--- config.mk ---
export PLATFORM = sky130hd
export DESIGN_NAME = mem_port_arbiter_flat
export DESIGN_NICKNAME = d
export VERILOG_FILES = /design/src/rtl/mem_port_arbiter_if.sv /design/src/rtl/mem_port_arbiter.sv /design/src/flat_wrapper.sv
export SDC_FILE = /design/constraint.sdc
export NUM_CORES = 1
export LEC_CHECK = 0
export CAP_MARGIN = 20
export CORE_UTILIZATION = 41
export CTS_BUF_LIST = sky130_fd_sc_hd__clkbuf_4
export CTS_CLUSTER_SIZE = 30
export DETAILED_ROUTE_END_ITERATION = 7
export PLACE_DENSITY_LB_ADDON = 0.1
export SETUP_SLACK_MARGIN = 0.4
export SYNTH_ARGS = -nofsm -noshare
export SYNTH_HDL_FRONTEND = slang
export SYNTH_SLANG_ARGS = --single-unit
--- constraint.sdc ---
create_clock -name wb_clk_i -period 2.24 [get_ports wb_clk_i]
set_clock_uncertainty 0.1 [all_clocks]
set_input_delay 0.448 -clock wb_clk_i [delete_from_list [all_inputs] [get_ports wb_clk_i]]
set_output_delay 0.448 -clock wb_clk_i [all_outputs]
set_load 0.005 [all_outputs]
--- src/rtl/mem_port_arbiter_if.sv ---
// Bus bundle for mem_port_arbiter: Wishbone slave side, LA host side and SRAM macro side.
// slave modport = the arbiter's view; master modport = the surrounding wrapper / bench view.
// Ports: wbs_* (Wishbone classic slave), la_* (level request host), mem_* (single-port SRAM).
interface mem_port_arbiter_if #(
    parameter int ADDR_W = 10
);
    // Wishbone slave bus
    logic              wbs_cyc_i;
    logic              wbs_stb_i;
    logic              wbs_we_i;
    logic [3:0]        wbs_sel_i;
    logic [31:0]       wbs_adr_i;
    logic [31:0]       wbs_dat_i;
    logic              wbs_ack_o;
    logic [31:0]       wbs_dat_o;
    // Logic-analyzer host
    logic              la_req_i;
    logic              la_we_i;
    logic [ADDR_W-1:0] la_addr_i;
    logic [31:0]       la_wdata_i;
    logic              la_ack_o;
    logic [31:0]       la_rdata_o;
    // SRAM macro port
    logic              mem_csb_o;
    logic              mem_web_o;
    logic [3:0]        mem_wmask_o;
    logic [ADDR_W-1:0] mem_addr_o;
    logic [31:0]       mem_din_o;
    logic [31:0]       mem_dout_i;

    modport slave (
        input  wbs_cyc_i, wbs_stb_i, wbs_we_i, wbs_sel_i, wbs_adr_i, wbs_dat_i,
        output wbs_ack_o, wbs_dat_o,
        input  la_req_i, la_we_i, la_addr_i, la_wdata_i,
        output la_ack_o, la_rdata_o,
        output mem_csb_o, mem_web_o, mem_wmask_o, mem_addr_o, mem_din_o,
        input  mem_dout_i
    );

    modport master (
        output wbs_cyc_i, wbs_stb_i, wbs_we_i, wbs_sel_i, wbs_adr_i, wbs_dat_i,
        input  wbs_ack_o, wbs_dat_o,
        output la_req_i, la_we_i, la_addr_i, la_wdata_i,
        input  la_ack_o, la_rdata_o,
        input  mem_csb_o, mem_web_o, mem_wmask_o, mem_addr_o, mem_din_o,
        output mem_dout_i
    );
endinterface

--- src/rtl/mem_port_arbiter.sv ---
// Shares one single-port SRAM between the Wishbone slave bus and the LA host.
// Latency from request seen in IDLE: write ack +2, read ack +2+MEM_LAT, out-of-window ack +1.
// Backpressure: one transfer in flight; requests are only sampled in IDLE, losers keep waiting.
// Ports: wb_clk_i / wb_rst_ni (async active-low), bus (mem_port_arbiter_if.slave), arb_busy_o.
// Option: define ARB_WB_PRIORITY_EN for fixed WB-wins-ties priority instead of round-robin.
module mem_port_arbiter #(
    parameter int          ADDR_W    = 10,
    parameter int          MEM_LAT   = 1,
    parameter logic [31:0] BASE_ADDR = 32'h3000_0000
) (
    input  logic                  wb_clk_i,
    input  logic                  wb_rst_ni,
    mem_port_arbiter_if.slave     bus,
    output logic                  arb_busy_o
);

    typedef enum logic [1:0] {IDLE, ISSUE, WAIT, RESP} state_t;

    localparam int CNT_W = (MEM_LAT > 1) ? $clog2(MEM_LAT) : 1;
    localparam logic [CNT_W-1:0] LAT_LAST = CNT_W'(MEM_LAT - 1);

    state_t            state_q, state_d;
    logic              own_wb_q, own_wb_d;     // 1: current transfer belongs to WB
    logic              abort_q, abort_d;       // WB dropped cyc mid-transfer
    logic [CNT_W-1:0]  cnt_q, cnt_d;
`ifndef ARB_WB_PRIORITY_EN
    logic              last_wb_q, last_wb_d;   // last grant went to WB
`endif
    logic              wbs_ack_q, wbs_ack_d;
    logic              la_ack_q, la_ack_d;
    logic [31:0]       wbs_dat_q, wbs_dat_d;
    logic [31:0]       la_rdata_q, la_rdata_d;
    logic              csb_q, csb_d;
    logic              web_q, web_d;
    logic [3:0]        wmask_q, wmask_d;
    logic [ADDR_W-1:0] addr_q, addr_d;
    logic [31:0]       din_q, din_d;

    logic wb_req;
    logic in_win;
    logic grant_wb;
    logic abort_now;
    logic unused_adr;

    assign wb_req     = bus.wbs_cyc_i & bus.wbs_stb_i;
    assign in_win     = (bus.wbs_adr_i[31:ADDR_W+2] == BASE_ADDR[31:ADDR_W+2]);
    // Abort includes a cyc drop in the very cycle the ack decision is made.
    assign abort_now  = abort_q | (own_wb_q & ~bus.wbs_cyc_i);
    assign unused_adr = &{1'b0, bus.wbs_adr_i[1:0]};

    always_comb begin
        state_d    = state_q;
        own_wb_d   = own_wb_q;
        abort_d    = abort_q;
        cnt_d      = cnt_q;
`ifndef ARB_WB_PRIORITY_EN
        last_wb_d  = last_wb_q;
`endif
        wbs_ack_d  = 1'b0;
        la_ack_d   = 1'b0;
        wbs_dat_d  = '0;
        la_rdata_d = la_rdata_q;
        csb_d      = 1'b1;
        web_d      = web_q;
        wmask_d    = wmask_q;
        addr_d     = addr_q;
        din_d      = din_q;
        grant_wb   = 1'b0;

        case (state_q)
            IDLE: begin
                if (wb_req || bus.la_req_i) begin
`ifdef ARB_WB_PRIORITY_EN
                    grant_wb = wb_req;
`else
                    // Tie goes to whoever did not win last time.
                    grant_wb  = wb_req && (!bus.la_req_i || !last_wb_q);
                    last_wb_d = grant_wb;
`endif
                    own_wb_d = grant_wb;
                    abort_d  = 1'b0;
                    if (grant_wb && !in_win) begin
                        // Outside the SRAM window: answer immediately with zero data.
                        state_d   = RESP;
                        wbs_ack_d = 1'b1;
                    end else begin
                        state_d = ISSUE;
                        csb_d   = 1'b0;
                        if (grant_wb) begin
                            web_d   = ~bus.wbs_we_i;
                            addr_d  = bus.wbs_adr_i[ADDR_W+1:2];
                            din_d   = bus.wbs_dat_i;
                            wmask_d = bus.wbs_sel_i;
                        end else begin
                            web_d   = ~bus.la_we_i;
                            addr_d  = bus.la_addr_i;
                            din_d   = bus.la_wdata_i;
                            wmask_d = 4'hF;
                        end
                    end
                end
            end
            ISSUE: begin
                abort_d = abort_now;
                if (!web_q) begin
                    state_d = RESP;
                    if (own_wb_q) wbs_ack_d = ~abort_now;
                    else          la_ack_d  = 1'b1;
                end else begin
                    state_d = WAIT;
                    cnt_d   = '0;
                end
            end
            WAIT: begin
                abort_d = abort_now;
                if (cnt_q == LAT_LAST) begin
                    state_d = RESP;
                    if (own_wb_q) begin
                        wbs_ack_d = ~abort_now;
                        wbs_dat_d = abort_now ? 32'h0 : bus.mem_dout_i;
                    end else begin
                        la_ack_d   = 1'b1;
                        la_rdata_d = bus.mem_dout_i;
                    end
                end else begin
                    cnt_d = cnt_q + CNT_W'(1);
                end
            end
            RESP: begin
                state_d = IDLE;
            end
            default: begin
                state_d = IDLE;
            end
        endcase
    end

    always_ff @(posedge wb_clk_i or negedge wb_rst_ni) begin
        if (!wb_rst_ni) begin
            state_q    <= IDLE;
            own_wb_q   <= 1'b0;
            abort_q    <= 1'b0;
            cnt_q      <= '0;
`ifndef ARB_WB_PRIORITY_EN
            last_wb_q  <= 1'b0;
`endif
            wbs_ack_q  <= 1'b0;
            la_ack_q   <= 1'b0;
            wbs_dat_q  <= '0;
            la_rdata_q <= '0;
            csb_q      <= 1'b1;
            web_q      <= 1'b1;
            wmask_q    <= '0;
            addr_q     <= '0;
            din_q      <= '0;
        end else begin
            state_q    <= state_d;
            own_wb_q   <= own_wb_d;
            abort_q    <= abort_d;
            cnt_q      <= cnt_d;
`ifndef ARB_WB_PRIORITY_EN
            last_wb_q  <= last_wb_d;
`endif
            wbs_ack_q  <= wbs_ack_d;
            la_ack_q   <= la_ack_d;
            wbs_dat_q  <= wbs_dat_d;
            la_rdata_q <= la_rdata_d;
            csb_q      <= csb_d;
            web_q      <= web_d;
            wmask_q    <= wmask_d;
            addr_q     <= addr_d;
            din_q      <= din_d;
        end
    end

    assign bus.wbs_ack_o   = wbs_ack_q;
    assign bus.wbs_dat_o   = wbs_dat_q;
    assign bus.la_ack_o    = la_ack_q;
    assign bus.la_rdata_o  = la_rdata_q;
    assign bus.mem_csb_o   = csb_q;
    assign bus.mem_web_o   = web_q;
    assign bus.mem_wmask_o = wmask_q;
    assign bus.mem_addr_o  = addr_q;
    assign bus.mem_din_o   = din_q;
    assign arb_busy_o      = (state_q != IDLE);

endmodule

--- src/flat_wrapper.sv ---
// flat-port wrapper written by rule: the top's interface ports become plain ports
module mem_port_arbiter_flat 
#(
    parameter int          ADDR_W    = 10,
    parameter int          MEM_LAT   = 1,
    parameter logic [31:0] BASE_ADDR = 32'h3000_0000
)
  (wb_clk_i, wb_rst_ni, arb_busy_o, bus_wbs_cyc_i, bus_wbs_stb_i, bus_wbs_we_i, bus_wbs_sel_i, bus_wbs_adr_i, bus_wbs_dat_i, bus_wbs_ack_o, bus_wbs_dat_o, bus_la_req_i, bus_la_we_i, bus_la_addr_i, bus_la_wdata_i, bus_la_ack_o, bus_la_rdata_o, bus_mem_csb_o, bus_mem_web_o, bus_mem_wmask_o, bus_mem_addr_o, bus_mem_din_o, bus_mem_dout_i);
  mem_port_arbiter_if #(.ADDR_W(ADDR_W)) bus_i ();
  input  logic wb_clk_i;
  input  logic wb_rst_ni;
  output logic arb_busy_o;
  input wire logic [$bits(bus_i.wbs_cyc_i)-1:0] bus_wbs_cyc_i;
  input wire logic [$bits(bus_i.wbs_stb_i)-1:0] bus_wbs_stb_i;
  input wire logic [$bits(bus_i.wbs_we_i)-1:0] bus_wbs_we_i;
  input wire logic [$bits(bus_i.wbs_sel_i)-1:0] bus_wbs_sel_i;
  input wire logic [$bits(bus_i.wbs_adr_i)-1:0] bus_wbs_adr_i;
  input wire logic [$bits(bus_i.wbs_dat_i)-1:0] bus_wbs_dat_i;
  output wire logic [$bits(bus_i.wbs_ack_o)-1:0] bus_wbs_ack_o;
  output wire logic [$bits(bus_i.wbs_dat_o)-1:0] bus_wbs_dat_o;
  input wire logic [$bits(bus_i.la_req_i)-1:0] bus_la_req_i;
  input wire logic [$bits(bus_i.la_we_i)-1:0] bus_la_we_i;
  input wire logic [$bits(bus_i.la_addr_i)-1:0] bus_la_addr_i;
  input wire logic [$bits(bus_i.la_wdata_i)-1:0] bus_la_wdata_i;
  output wire logic [$bits(bus_i.la_ack_o)-1:0] bus_la_ack_o;
  output wire logic [$bits(bus_i.la_rdata_o)-1:0] bus_la_rdata_o;
  output wire logic [$bits(bus_i.mem_csb_o)-1:0] bus_mem_csb_o;
  output wire logic [$bits(bus_i.mem_web_o)-1:0] bus_mem_web_o;
  output wire logic [$bits(bus_i.mem_wmask_o)-1:0] bus_mem_wmask_o;
  output wire logic [$bits(bus_i.mem_addr_o)-1:0] bus_mem_addr_o;
  output wire logic [$bits(bus_i.mem_din_o)-1:0] bus_mem_din_o;
  input wire logic [$bits(bus_i.mem_dout_i)-1:0] bus_mem_dout_i;
  assign bus_i.wbs_cyc_i = bus_wbs_cyc_i;
  assign bus_i.wbs_stb_i = bus_wbs_stb_i;
  assign bus_i.wbs_we_i = bus_wbs_we_i;
  assign bus_i.wbs_sel_i = bus_wbs_sel_i;
  assign bus_i.wbs_adr_i = bus_wbs_adr_i;
  assign bus_i.wbs_dat_i = bus_wbs_dat_i;
  assign bus_wbs_ack_o = bus_i.wbs_ack_o;
  assign bus_wbs_dat_o = bus_i.wbs_dat_o;
  assign bus_i.la_req_i = bus_la_req_i;
  assign bus_i.la_we_i = bus_la_we_i;
  assign bus_i.la_addr_i = bus_la_addr_i;
  assign bus_i.la_wdata_i = bus_la_wdata_i;
  assign bus_la_ack_o = bus_i.la_ack_o;
  assign bus_la_rdata_o = bus_i.la_rdata_o;
  assign bus_mem_csb_o = bus_i.mem_csb_o;
  assign bus_mem_web_o = bus_i.mem_web_o;
  assign bus_mem_wmask_o = bus_i.mem_wmask_o;
  assign bus_mem_addr_o = bus_i.mem_addr_o;
  assign bus_mem_din_o = bus_i.mem_din_o;
  assign bus_i.mem_dout_i = bus_mem_dout_i;
  mem_port_arbiter #(.ADDR_W(ADDR_W), .MEM_LAT(MEM_LAT), .BASE_ADDR(BASE_ADDR)) u_core (.wb_clk_i(wb_clk_i), .wb_rst_ni(wb_rst_ni), .bus(bus_i), .arb_busy_o(arb_busy_o));
endmodule
* Yosys cells after proc, flatten, opt, wreduce, memory -nomap -nowiden
Cells that the tools add are included. W data, S select, Z words.
Storage, ports and cells: output and inout port bits 115, flip-flop bits (word level) 119, word-level logic and storage cells 79
Operators by class: add/sub/neg operators 1, bitwise gates (word level) 10, reductions and logical operators 18, multiplexer cells 30, eq/ne operators 7
Operators by type and width (count):
- $mux W32 | 5
- $eq A20 B18 Y1 const B | 1
- $mux W1 | 15
- $mux W10 | 1
- $pmux W2 S4 | 1
- $reduce_and A2 Y1 | 4
- $not A1 Y1 | 7
- $mux W2 | 3
- $pmux W1 S2 | 3
- $reduce_and A3 Y1 | 2
- $reduce_bool A2 Y1 | 3
- $eq A2 B2 Y1 const B | 2
- $mux W4 | 1
- $ne A2 B1 Y1 const B | 2
- $logic_not A1 Y1 | 3
- $pmux W1 S3 | 1
- $and A1 B1 Y1 | 2
- $eq A2 B1 Y1 const B | 1
- $logic_and A1 B1 Y1 | 2
- $logic_not A2 Y1 | 1
- $logic_or A1 B1 Y1 | 2
- $ne A2 B2 Y1 const B | 1
- $reduce_or A2 Y1 | 1
- $add A1 B1 Y1 const B | 1
- $or A1 B1 Y1 | 1

* Depth between registers and ports, before layout
word-level depth 7, depth in mapped cells 7, depth with buffers taken out 6

* Worst setup path after synthesis
OpenSTA, ideal clock, no wires.
path type input to register, start point input port bus_wbs_adr_i[18], end point register u_core.web_q, in the netlist u_core.bus.mem_web_o, data arrival time 1.952 ns, stages on the path 5, path buffers 2, path slack 0.107 ns, setup time 0.081 ns, required time 2.059 ns, cells stage by stage or4_1 or4_1 buf_2 buf_6 a211oi_2
On the way: longest elaborated chain between the ends 5
RTL lines:
- start: declaration | line flat_wrapper.sv:17 | input wire logic [$bits(bus_i.wbs_adr_i)-1:0] bus_wbs_adr_i;
- $eq A20 B18 Y1 | line mem_port_arbiter.sv:46 | assign in_win = (bus.wbs_adr_i[31:ADDR_W+2] == BASE_ADDR[31:ADDR_W+2]);
- $logic_not A1 Y1 | line mem_port_arbiter.sv:82 | if (grant_wb && !in_win) begin
- $logic_and A1 B1 Y1 | line mem_port_arbiter.sv:82
- $not A1 Y1 (no line)
- $reduce_and A3 Y1 (no line)
- end signal: assignment | line mem_port_arbiter.sv:169 | web_q <= web_d;
- end: declaration | line mem_port_arbiter.sv:34 | logic web_q, web_d;
No other way between the ends. A chain may end at the register's enable or synchronous reset.

* Final worst setup path
start point input port bus_wbs_adr_i[15], end point register u_core.din_q[13], in the netlist u_core.bus.mem_din_o[13]
On the way: longest elaborated chain between the ends 5
RTL lines:
- $eq A20 B18 Y1 | line mem_port_arbiter.sv:46
- $logic_not A1 Y1 | line mem_port_arbiter.sv:82
- $logic_and A1 B1 Y1 | line mem_port_arbiter.sv:82
- $not A1 Y1 (no line)
- $reduce_and A3 Y1 (no line)
- end signal: assignment | line mem_port_arbiter.sv:172 | din_q <= din_d;
- end: declaration | line mem_port_arbiter.sv:37 | logic [31:0] din_q, din_d;
No other way between the ends.

==> results.txt <==
- The flow ran to the end, and the final reports show no timing, DRC or antenna violations.
- Worst max-slew margin expressed relative to the limit: 66.4%
- Post-synth design cell area: 5170 um2
- 264 I/O pins were placed.
- Row count: 40
* Share of Yosys cell area claimed by the top area cell type: 56.2%
* Clk sinks: 118
- Yosys Warn Count: 0
- In this run the mean area of a mapped cell was 11.6 um2.
- At the end of routability-driven placement, the weighted congestion stood at 0.756.
- Critical path depth: 7
- Die height: 114 um
- The design draws 8.51 mW.
- Top library cells by usage in the layout, fill and taps aside: sky130_fd_sc_hd__clkdlybuf4s50_1 (130), sky130_fd_sc_hd__dlygate4sd2_1 (122), sky130_fd_sc_hd__dfrtp_1 (116)
* Top Family by Delay on Critical Path: simple AND/OR/NAND/NOR gates
* Total overflow reported by the global router: 0
- Min Hold Slack: 0.228 ns
- Initial antenna violation count: 0
- Dividing the final minimum period by the clock period gives 89.6%.
- CTS max path bufs: 2
- The first detailed-routing pass took 4 iterations.
* Most frequent standard cell in the layout excluding fill and tap cells: sky130_fd_sc_hd__clkdlybuf4s50_1
* CP max FO: 6
- Fmax: 498 MHz
- Gate count of the mapped netlist: 445
- Buffers placed on the I/O ports in this run total 261.
- Final number of hold-violating endpoints: 0
* Unique masters post-synth: 34
- Routed wire length: 15.9 mm
* Via count of the first global-routing pass: 5022
* Fraction of power consumed by combinational cells: 43.0%
- Max_cap viols: 0
* Critical path cell sequence: clkdlybuf4s50_1, nor4_2, nand2_1, or4_4, buf_8, buf_16, a211oi_2
- The worst setup path is captured at a flip-flop.
- Total leakage power: 3.87 nW
- The max-slew violation count came to 0.
- The die is 114 um wide.
- In this run the worst hold path is classified as input port to async pin.
- For the worst setup path, the data arrival time is 2.31 ns.
* Critical-path top delay cell: sky130_fd_sc_hd__or4_4
- Final setup vio count: 0
- Top cells by area in the synthesized netlist: sky130_fd_sc_hd__dfrtp_1 (56%), sky130_fd_sc_hd__a211oi_2 (9.7%), sky130_fd_sc_hd__nor2_1 (6.5%), sky130_fd_sc_hd__mux2_2 (5.7%), sky130_fd_sc_hd__nor4_1 (5.6%)
- Seq pwr share: 38.7%
* Crit path buffers/inverters: 3
- Overall routing resource usage: 24.8%
- The repair_antennas step left the layout with diodes totalling 0.
* H-tree depth reported by CTS: 4
- Total number of nets in the final design: 893
* Total Die Area: 13100 um2
* IR drop worst, VDD: 0.444 mV
- Dividing total power by cell area gives a power density of 981 nW/um2.
- Detailed placer's ending HPWL: 10.5 mm
- Clock latency on the worst-skew pair, taken at its later pin, is 0.48 ns.
- For the finished layout, the period the worst path requires is 2.01 ns.
- Via count of the routed design: 4672
- The post-route netlist has 22.2% of its cells at a drive strength greater than 1.
- The worst register-to-register path has a depth of 7.
- CTS tree: done
- For this run, design rule violations remaining after detail routing come to 0.
- Worst Tran Pin Value: 0.500 ns
* Net switching power: 2.64 mW
- Average wire per cell in the routed design: 17.3 um
- The synthesized design contains 118 register bits.
- The first global-routing pass estimated 24.7 mm of wire.
- STA classifies the critical path startpoint as an input port.
- Clock tree synthesis inserted a total of 17 buffers.
* Growth of design area from synthesis to finish: 67.8%
- Req. time, crit path: 2.55 ns
- In this run the standard cell core region covers 12200 um2.
- Clock share of power: 18.3%
- Synthesis produced a netlist with a net count of 599.
* DRT antenna net count: 0
* Per-cell via count in the routed design: 5.08
* Area leader, netlist: sky130_fd_sc_hd__dfrtp_1
- Setup repair after global routing could not meet its margin everywhere.
* Sequential share of the synthesized area: 57.2%
- Net switching is 31.1% of the power.
- Clock-pin slew was measured on the worst setup and hold paths at 0.10 ns.
- Internal power comes to 5.86 mW.
* Largest net degree at the start of global routing: 72
- The tree is rooted in a sky130_fd_sc_hd__clkbuf_4.
- In this design, the stage delay of the slowest critical-path cell is 0.62 ns.
- Detailed router's first-iteration violation count: 171
- Initial Util: 42.5%
- Path type of the worst setup path: input port to flip-flop
## layer usage
metal	track usage [%]	up-vias	part of all wire, %
met4	10.7	0	2.6
met5	0	-	0
met3	8.05	31	7.4
li1	-	2174	-
met1	26.4	2276	37
met2	44.8	191	52
## registers in the layout (all words and copies together) (netlist names)
| signal | count |
|---|---|
| u_core.bus.mem_din_o | 32 |
| u_core.bus.la_rdata_o | 32 |
| u_core.bus.mem_addr_o | 10 |
| u_core.bus.mem_wmask_o | 4 |
| u_core.bus.la_ack_o | 1 |
| u_core.bus.wbs_dat_o | 32 |
| u_core.last_wb_q | 1 |
| u_core.bus.wbs_ack_o | 1 |
| u_core.abort_q | 1 |
| u_core.bus.mem_csb_o | 1 |
| u_core.bus.mem_web_o | 1 |
| u_core.state_q | 2 |
## metrics by stage
step	cell area [um2]	TNS (ns)	std cells	util [%]	setup slack [ns]
2_1_floorplan	5200	0	445	-	0.162
3_3_place_gp	8100	-19.45	859	66.6	-0.445
3_5_place_dp	8100	-20.63	859	66.6	-0.504
4_1_cts	8570	0	916	70.5	0.244
5_1_grt	8670	0	919	71.3	0.213
6_report	8670	0	919	71.3	0.234
## power by group through the flow
stage	Combinational (mW)	Sequential [mW]	Clock (mW)
after floorplan	1.57	3.37	0
after global placement	3.78	3.33	0
after detailed placement	3.89	3.37	0
after CTS	3.62	3.29	1.60
after global routing	3.95	3.38	1.70
final	3.66	3.29	1.56
## cell families after synthesis
| kind of cell | count (synthesis) | share of synthesized area [%] |
|---|---|---|
| DFF | 118 | 57.2 |
| adders and majority gates | 5 | 1.21 |
| AOI/OAI and AO/OA | 58 | 12.3 |
| muxes | 32 | 6.97 |
| and+or+nand+nor | 191 | 18.7 |
| buffers and inverters | 41 | 3.58 |
## final cells by class
class / count / area (um2)
multi-input combinational: 286 / 2130
fill: 945 / 3490
timing repair buffer: 311 / 3070
sequential: 118 / 2960
clock inverter: 11 / 133
clock buffer: 20 / 150
tap: 168 / 210
inverter: 5 / 21.3
## cells in the mapped netlist
library cell,count
sky130_fd_sc_hd__nor3_2,1
sky130_fd_sc_hd__mux2_1,6
sky130_fd_sc_hd__o32a_1,4
sky130_fd_sc_hd__nand3b_1,2
sky130_fd_sc_hd__nor2_1,89
sky130_fd_sc_hd__a211oi_1,3
sky130_fd_sc_hd__clkbuf_1,28
sky130_fd_sc_hd__buf_2,1
sky130_fd_sc_hd__nor4b_1,1
sky130_fd_sc_hd__dfrtp_1,116
sky130_fd_sc_hd__or3_1,3
sky130_fd_sc_hd__a31oi_1,1
sky130_fd_sc_hd__nand4_1,1
sky130_fd_sc_hd__o211ai_1,2
sky130_fd_sc_hd__nand3_1,2
sky130_fd_sc_hd__and2_1,34
sky130_fd_sc_hd__nor3b_1,2
sky130_fd_sc_hd__dfstp_2,2
sky130_fd_sc_hd__nand2b_1,1
sky130_fd_sc_hd__buf_6,4
sky130_fd_sc_hd__nand2_1,6
sky130_fd_sc_hd__a211oi_2,40
sky130_fd_sc_hd__buf_1,3
sky130_fd_sc_hd__mux2_2,26
sky130_fd_sc_hd__or4_1,2
sky130_fd_sc_hd__o211a_1,1
sky130_fd_sc_hd__nor4_1,46
sky130_fd_sc_hd__inv_1,5
sky130_fd_sc_hd__o21ai_0,1
sky130_fd_sc_hd__o21bai_1,2
sky130_fd_sc_hd__nor2b_1,1
sky130_fd_sc_hd__ha_1,5
sky130_fd_sc_hd__a21oi_1,3
sky130_fd_sc_hd__o21ai_1,1
## worst paths after layout
check                                          start                   endpoint  slack [ns]
min in group wb_clk_i      u_core.bus.la_rdata_o[24]  u_core.bus.la_rdata_o[24]        0.39
max in group asynchronous                  wb_rst_ni   u_core.bus.mem_din_o[23]        1.08
min                                        wb_rst_ni   u_core.bus.wbs_dat_o[10]        0.23
min reg2reg                u_core.bus.la_rdata_o[24]  u_core.bus.la_rdata_o[24]        0.39
max reg2reg                        u_core.state_q[1]   u_core.bus.mem_din_o[13]        0.30
max                                bus_wbs_adr_i[15]   u_core.bus.mem_din_o[13]        0.23
## timing repair
item / CTS / global route
pin swaps: 9 / 8
buffers inserted: 20 / 2
endpoints found under the setup margin: 166 / 75
hold endpoints to repair: 78 / 0
cloned: 5 / 1
gates resized for setup: 151 / 20
hold buffers: 1 / 0
Power figures use the tool's default switching activity.
